### config.mk
export PLATFORM = sky130hd
export DESIGN_NAME = reg_scoreboard
export DESIGN_NICKNAME = d
export VERILOG_FILES = /design/src/rtl/reg_scoreboard.sv
export SDC_FILE = /design/constraint.sdc
export NUM_CORES = 1
export LEC_CHECK = 0
export CAP_MARGIN = 20
export CORE_UTILIZATION = 59
export DETAILED_ROUTE_END_ITERATION = 12
export PLACE_DENSITY = 0.82
export SYNTH_ARGS = -nofsm -noshare
export SYNTH_HDL_FRONTEND = slang
export SYNTH_SLANG_ARGS = --single-unit
### constraint.sdc
create_clock -name CLK -period 4.9 [get_ports CLK]
set_input_delay 0.49 -clock CLK [delete_from_list [all_inputs] [get_ports CLK]]
set_output_delay 0.49 -clock CLK [all_outputs]
set_load 0.005 [all_outputs]
### src/rtl/reg_scoreboard.sv
// Per-register pending-write scoreboard for the pipelined Y86-64 core: stalls issue on RAW hazards.
// Optional build macro SCOREBOARD_WB_BYPASS_EN lets same-cycle writebacks clear a hazard.
module reg_scoreboard #(
  parameter int NUM_REG  = 16,
  parameter int ADDR_WID = 4,
  parameter int CNT_WID  = 2,
  parameter logic [ADDR_WID-1:0] NONE_ID = {ADDR_WID{1'b1}}
) (
  input  logic                CLK,
  input  logic                RST,
  input  logic                flush,
  input  logic                issue_valid,
  output logic                issue_ready,
  input  logic [ADDR_WID-1:0] srcA,
  input  logic [ADDR_WID-1:0] srcB,
  input  logic [ADDR_WID-1:0] issue_destE,
  input  logic [ADDR_WID-1:0] issue_destM,
  input  logic                wbE_valid,
  input  logic                wbM_valid,
  input  logic [ADDR_WID-1:0] wb_destE,
  input  logic [ADDR_WID-1:0] wb_destM,
  output logic [NUM_REG-1:0]  busy,
  output logic                err
);

  // Two extra bits hold count + 2 without wrapping.
  localparam int SW = CNT_WID + 2;
  localparam logic [SW-1:0] MAX_CNT = SW'((1 << CNT_WID) - 1);

  logic [CNT_WID-1:0] cnt     [NUM_REG];
  logic [CNT_WID-1:0] cnt_nxt [NUM_REG];
  logic [SW-1:0]      inc     [NUM_REG];
  logic [SW-1:0]      dec     [NUM_REG];
  logic [SW-1:0]      sum     [NUM_REG];
  logic [NUM_REG-1:0] busy_nxt;
  logic [NUM_REG-1:0] uflow;
  logic               hazard;
  logic               sat;
  logic               fire;
  logic               src_pending;

  always_comb begin
    hazard      = 1'b0;
    sat         = 1'b0;
    src_pending = 1'b0;
    busy_nxt    = '0;
    uflow       = '0;
    for (int i = 0; i < NUM_REG; i++) begin
      inc[i]     = '0;
      dec[i]     = '0;
      sum[i]     = '0;
      cnt_nxt[i] = cnt[i];
    end

    for (int i = 0; i < NUM_REG; i++) begin
      if (issue_destE != NONE_ID && issue_destE == ADDR_WID'(i)) inc[i] = inc[i] + SW'(1);
      if (issue_destM != NONE_ID && issue_destM == ADDR_WID'(i)) inc[i] = inc[i] + SW'(1);
      if (wbE_valid && wb_destE != NONE_ID && wb_destE == ADDR_WID'(i)) dec[i] = dec[i] + SW'(1);
      if (wbM_valid && wb_destM != NONE_ID && wb_destM == ADDR_WID'(i)) dec[i] = dec[i] + SW'(1);

      if (SW'(cnt[i]) + inc[i] > MAX_CNT) sat = 1'b1;

`ifdef SCOREBOARD_WB_BYPASS_EN
      src_pending = SW'(cnt[i]) > dec[i];
`else
      src_pending = cnt[i] != '0;
`endif
      if (srcA != NONE_ID && srcA == ADDR_WID'(i) && src_pending) hazard = 1'b1;
      if (srcB != NONE_ID && srcB == ADDR_WID'(i) && src_pending) hazard = 1'b1;
    end

    issue_ready = !hazard && !sat && !flush;
    fire        = issue_valid && issue_ready;

    // A flush drops issue and writebacks alike, so it can never raise err.
    for (int i = 0; i < NUM_REG; i++) begin
      sum[i] = SW'(cnt[i]) + (fire ? inc[i] : SW'(0));
      if (flush) begin
        cnt_nxt[i] = '0;
      end else if (sum[i] < dec[i]) begin
        cnt_nxt[i] = '0;
        uflow[i]   = 1'b1;
      end else begin
        cnt_nxt[i] = CNT_WID'(sum[i] - dec[i]);
      end
      busy_nxt[i] = cnt_nxt[i] != '0;
    end
  end

  always_ff @(posedge CLK or posedge RST) begin
    if (RST) begin
      for (int i = 0; i < NUM_REG; i++) cnt[i] <= '0;
      busy <= '0;
      err  <= 1'b0;
    end else begin
      for (int i = 0; i < NUM_REG; i++) cnt[i] <= cnt_nxt[i];
      busy <= busy_nxt;
      err  <= err | (|uflow);
    end
  end

endmodule

[After elaboration in Yosys (flattened, before gate mapping)]
Cells that the tools add are included.
Word-level totals
  bits of input ports: 30
  output and inout bits: 18
  flip-flop bits (word level): 49
  logic and storage cells: 594
Cells by class
  equality and inequality tests: 96
  bitwise logic cells: 1
  multiplexer cells: 192
  reductions and logical operators: 175
  $lt $le $gt $ge: 32
  add/subtract/negate cells: 80
Operators with widths (count)
  == test 4 bit (second input constant): 48
  2-to-1 mux 4 bit: 48
  logical AND 1 bit: 133
  adder 2 x 4 -> 4 bit: 32
  adder 4 x 1 -> 4 bit (second input constant): 32
  2-to-1 mux 1 bit: 112
  == test 4 x 3 -> 1 bit (second input constant): 24
  > comparator 4 x 2 -> 1 bit (second input constant): 16
  < comparator 4 bit: 16
  2-to-1 mux 2 bit: 32
  nonzero test 2 bit: 32
  == test 4 x 2 -> 1 bit (second input constant): 12
  subtractor 2 bit: 16
  == test 4 x 1 -> 1 bit (second input constant): 6
  zero test 4 bit: 6
  != test 4 bit (second input constant): 6
  OR reduction 16 bit: 1
  zero test 1 bit: 3
  bitwise OR 1 bit: 1

[Longest topological paths before layout]
  depth after elaboration: 46
  mapped depth: 20
  gate-level depth less buffers: 18

[Least setup slack after synthesis]
No wires, ideal clock.
  path kind: input to register
  start: input port issue_destE[1]
  end: register busy[0]
  stages on the path: 17
  required time: 4773 ps
  buffers on the path: 2
  library setup time: 127 ps
  slack: 732 ps
  arrival: 4041 ps
  cells stage by stage: nand2b_1 -> nor2_1 -> ha_1 -> ha_1 -> and3_1 -> a31oi_1 -> nand4_1 -> or4_1 -> buf_1 -> buf_2 -> nor3_2 -> ha_1 -> fa_1 -> fa_1 -> nor2_1 -> nor3_1 -> or2_2
RTL lines
  start: declaration: line 16  | input logic [ADDR_WID-1:0] issue_destE,
  end signal: assignment: line 97  | busy <= busy_nxt;
  end: declaration: line 22  | output logic [NUM_REG-1:0] busy,

[Final worst setup path]
  start: input port issue_destE[1]
  end: register err
On the way
  longest elaborated chain between the ends: 34
  elaborated cells on any way between the ends: 215
  classes of those cells: add/sub (48); order compare (32); eq/ne (16); mux (96); bitwise (1); reduce/logical (22)
Ends and longest elaborated chain
  != test 4 bit / zero test 4 bit (equally long branches): line 56  | if (issue_destE != NONE_ID && issue_destE == ADDR_WID'(i)) inc[i] = inc[i] + SW'(1);
  logical AND 1 bit: line 56
  2-to-1 mux 1 bit: line 56
  adder 4 x 1 -> 4 bit: line 57  | if (issue_destM != NONE_ID && issue_destM == ADDR_WID'(i)) inc[i] = inc[i] + SW'(1);
  2-to-1 mux 4 bit: line 57
  adder 2 x 4 -> 4 bit: line 61  | if (SW'(cnt[i]) + inc[i] > MAX_CNT) sat = 1'b1;
  > comparator 4 x 2 -> 1 bit: line 61
  2-to-1 mux 1 bit (16 in series): line 61
  [... 3 more ...]
  logical AND 1 bit: line 73  | fire = issue_valid && issue_ready;
  2-to-1 mux 4 bit: line 77  | sum[i] = SW'(cnt[i]) + (fire ? inc[i] : SW'(0));
  adder 2 x 4 -> 4 bit: line 77
  < comparator 4 bit: line 80  | end else if (sum[i] < dec[i]) begin
  2-to-1 mux 1 bit: line 80
  2-to-1 mux 1 bit: line 78  | if (flush) begin
  OR reduction 16 bit (*): line 98  | err <= err | (|uflow);
  bitwise OR 1 bit (*): line 98
  end signal: assignment: line 98
  end: declaration: line 23  | output logic err
Mark *: on every way between the ends. The rest lies on a longest branch, timed or not.

==> flow_summary.yaml <==
outcome:
  outcome: "complete, no violations"
clocking:
  htreeDepth: 2
  clock_latency_ns: 0.30
  worst_setup_hold_path_clk_slew_ns: 0.10
  post_cts_hold_buffer_count: 0
  postCtsResizedCells: 0
  tritoncts: "built"
  cts_max_path_buffers: 2
  cts_setup_buffers: 0
  numClockSinks: 49
  clock_buffers_created_by_tritoncts: 5
  cts_root_buffer: "clkbuf_8"
power:
  irDropWorstVdd_v: 0.000169
  power.density_cell_area_mw_per_mm2: 172
  power.leakage_uw: 0.00288
yosys:
  synthDominantCellAreaShare: 0.249
  async_reset_ff_frac: 1.00
  syn_avg_cell_area_um2: 9.40
  syn-instance-count: 524
  synth_cell_type_count: 35
  synth_area_leaders: "dfrtp_1, ha_1, fa_1, nor3_2, nor2_1"
  dominantRegCellSynth: "dfrtp_1"
  synthesis.area_mm2: 0.00492
  part_of_the_yosys_area_used_for_sequential_elements: 0.249
  synth-edff-count: 0
  synth-seq-cells: 49
  synth-warning-count: 0
  synth_top_area_cell: "dfrtp_1"
placed_design:
  post_dp_cell_area_mm2: 0.00565
  place.gp.congestion: 0.966
  post-dp-hpwl_um: 10700
  count_of_buffers_from_port_buffering: 47
sta:
  layout_worst_path_cycle_share: 0.974
  fin_crit_ns: 4.77
  timing.fmax_ghz: 0.210
  tightestPinTransition_ns: 0.970
  timing.max_slew.rel_slack: 0.351
  final_hold_fails: 0
  worst_hold_slack_ns: 0.499
  final.setup_skew_ns: 0.00803
  setup_total_negative_slack_ns: 0
  setup-violations-final: 0
  report.final.slew_viol_count: 0
worst_hold_path:
  holdCritPathClass: "flop to flop"
job:
  drv.max_cap_violation_count: 0
critical_path:
  cp-end-kind: "flop"
  arrival_time_worst_endpoint_ns: 4.97
  crit_type: "primary input to flop"
  setup.worst_path.start_class: "primary input"
  critPathRequiredTime_ns: 5.09
  timing.critical_path.fanout_max: 13
floorplanning:
  ios: 48
  die_width_um: 93.4
  initial_core_utilization: 0.624
  rows: 32
  die_area_mm2: 0.00871
  core_ar_mm2: 0.00789
  fp.dieH_um: 93.4
detailed_routing:
  postRouteWirelength_um: 13200
  drt_drc: 0
  via_per_inst: 6.05
  ant_nets: 0
  drt-wirelength-per-cell_um: 19.0
  dr.pass1.iters: 5
  drt_first_iter_violations: 233
  routed_vias: 4195
final_layout:
  design_area_mm2: 0.00589
  num_antenna_cells: 0
  post_route_cells_drive_above_1_share: 0.196
  multi_input_area_mm2: 0.00348
  mostFrequentLayoutCell: "ha_1"
  area.sequential_mm2: 0.00123
  fillerInstances: 577
  layout.nets: 728
  area_growth_pct: 19.5
  mostFrequentLayoutCells: "ha_1, inv_1, dfrtp_1"
  layout.core_utilization: 0.746
grt:
  initial_antenna_violation_count: 0
  grt_start_max_net_pins: 50
  grt_pass1_vias: 4201
  grt.overflow.total: 0
  grt_first_pass_wirelength_um: 21400
  gr-usage-all-layers: 0.328
## critical path: stages
cell	delay [ns]
clkdlybuf4s50_1	0.45
buf_4	0.17
nand2_1	0.11
nor2_1	0.07
ha_1	0.21
ha_1	0.22
nor4_2	0.35
buf_4	0.17
nand4_1	0.09
or4_4	0.56
buf_8	0.18
nor3_2	0.17
ha_1	0.15
inv_1	0.05
ha_1	0.19
inv_1	0.07
fa_2	0.23
nor2_4	0.05
nor4b_2	0.38
buf_4	0.18
a41oi_1	0.11
or2_2	0.30
## routing by layer
layer | track usage | vias to the layer above | wire length [µm]
met5 | 0 | - | 0
met4 | 0.106 | 0 | 401
met3 | 0.0423 | 27 | 865
met2 | 0.536 | 157 | 6280
met1 | 0.454 | 2042 | 5640
li1 | - | 1969 | -
## kinds of logic after synthesis
| logic type | share of synthesized area |
|---|---|
| DFF | 0.249 |
| and+or+nand+nor | 0.331 |
| other | 0.000762 |
| adders and majority gates | 0.322 |
| buffers and inverters | 0.0658 |
| AOI/OAI and AO/OA | 0.0318 |
## state kept, by name (all words and copies together) (netlist names)
name,count
cnt,32
busy,16
err,1
## Yosys cell counts, types with 10 or more instances
library cell / instances
nand2b_1: 13
o22ai_1: 12
nor3b_1: 15
inv_1: 50
or2_2: 16
dfrtp_1: 49
ha_1: 77
buf_2: 10
nand2_1: 36
fa_1: 31
nor3_1: 36
nor3_2: 29
nor2_1: 60
nor4_1: 11
## report_power, final
part | internal [µW] | switching [µW]
clock | 101 | 139
combinational | 145 | 168
sequential | 434 | 27.3
## cell type report
class | count | share of cell area
multi-input combinational | 403 | 0.592
sequential | 49 | 0.208
inverter | 50 | 0.0319
tap | 102 | 0.0217
timing repair buffer | 81 | 0.132
clock inverter | 1 | 0.00128
clock buffer | 7 | 0.0130
## worst paths after layout
path,cells after the start,slack [ns],start,end
worst max-delay path,22,0.13,issue_destE[1],err
worst min-delay path,1,0.50,err,err
worst max register to register,17,0.81,cnt[9],err
worst min register to register,1,0.50,err,err
max in group asynchronous,3,3.87,RST,cnt[8]
min in group asynchronous,2,0.51,RST,cnt[0]
## stage by stage
stage	power, µW	cells	setup WS, ns
finish	1010	693	0.127
global route	1070	693	-0.0255
CTS	1010	692	0.0483
detailed placement	763	684	-0.250
global placement	754	684	-0.178
floorplan	634	525	0.732
Power figures use the tool's default switching activity.
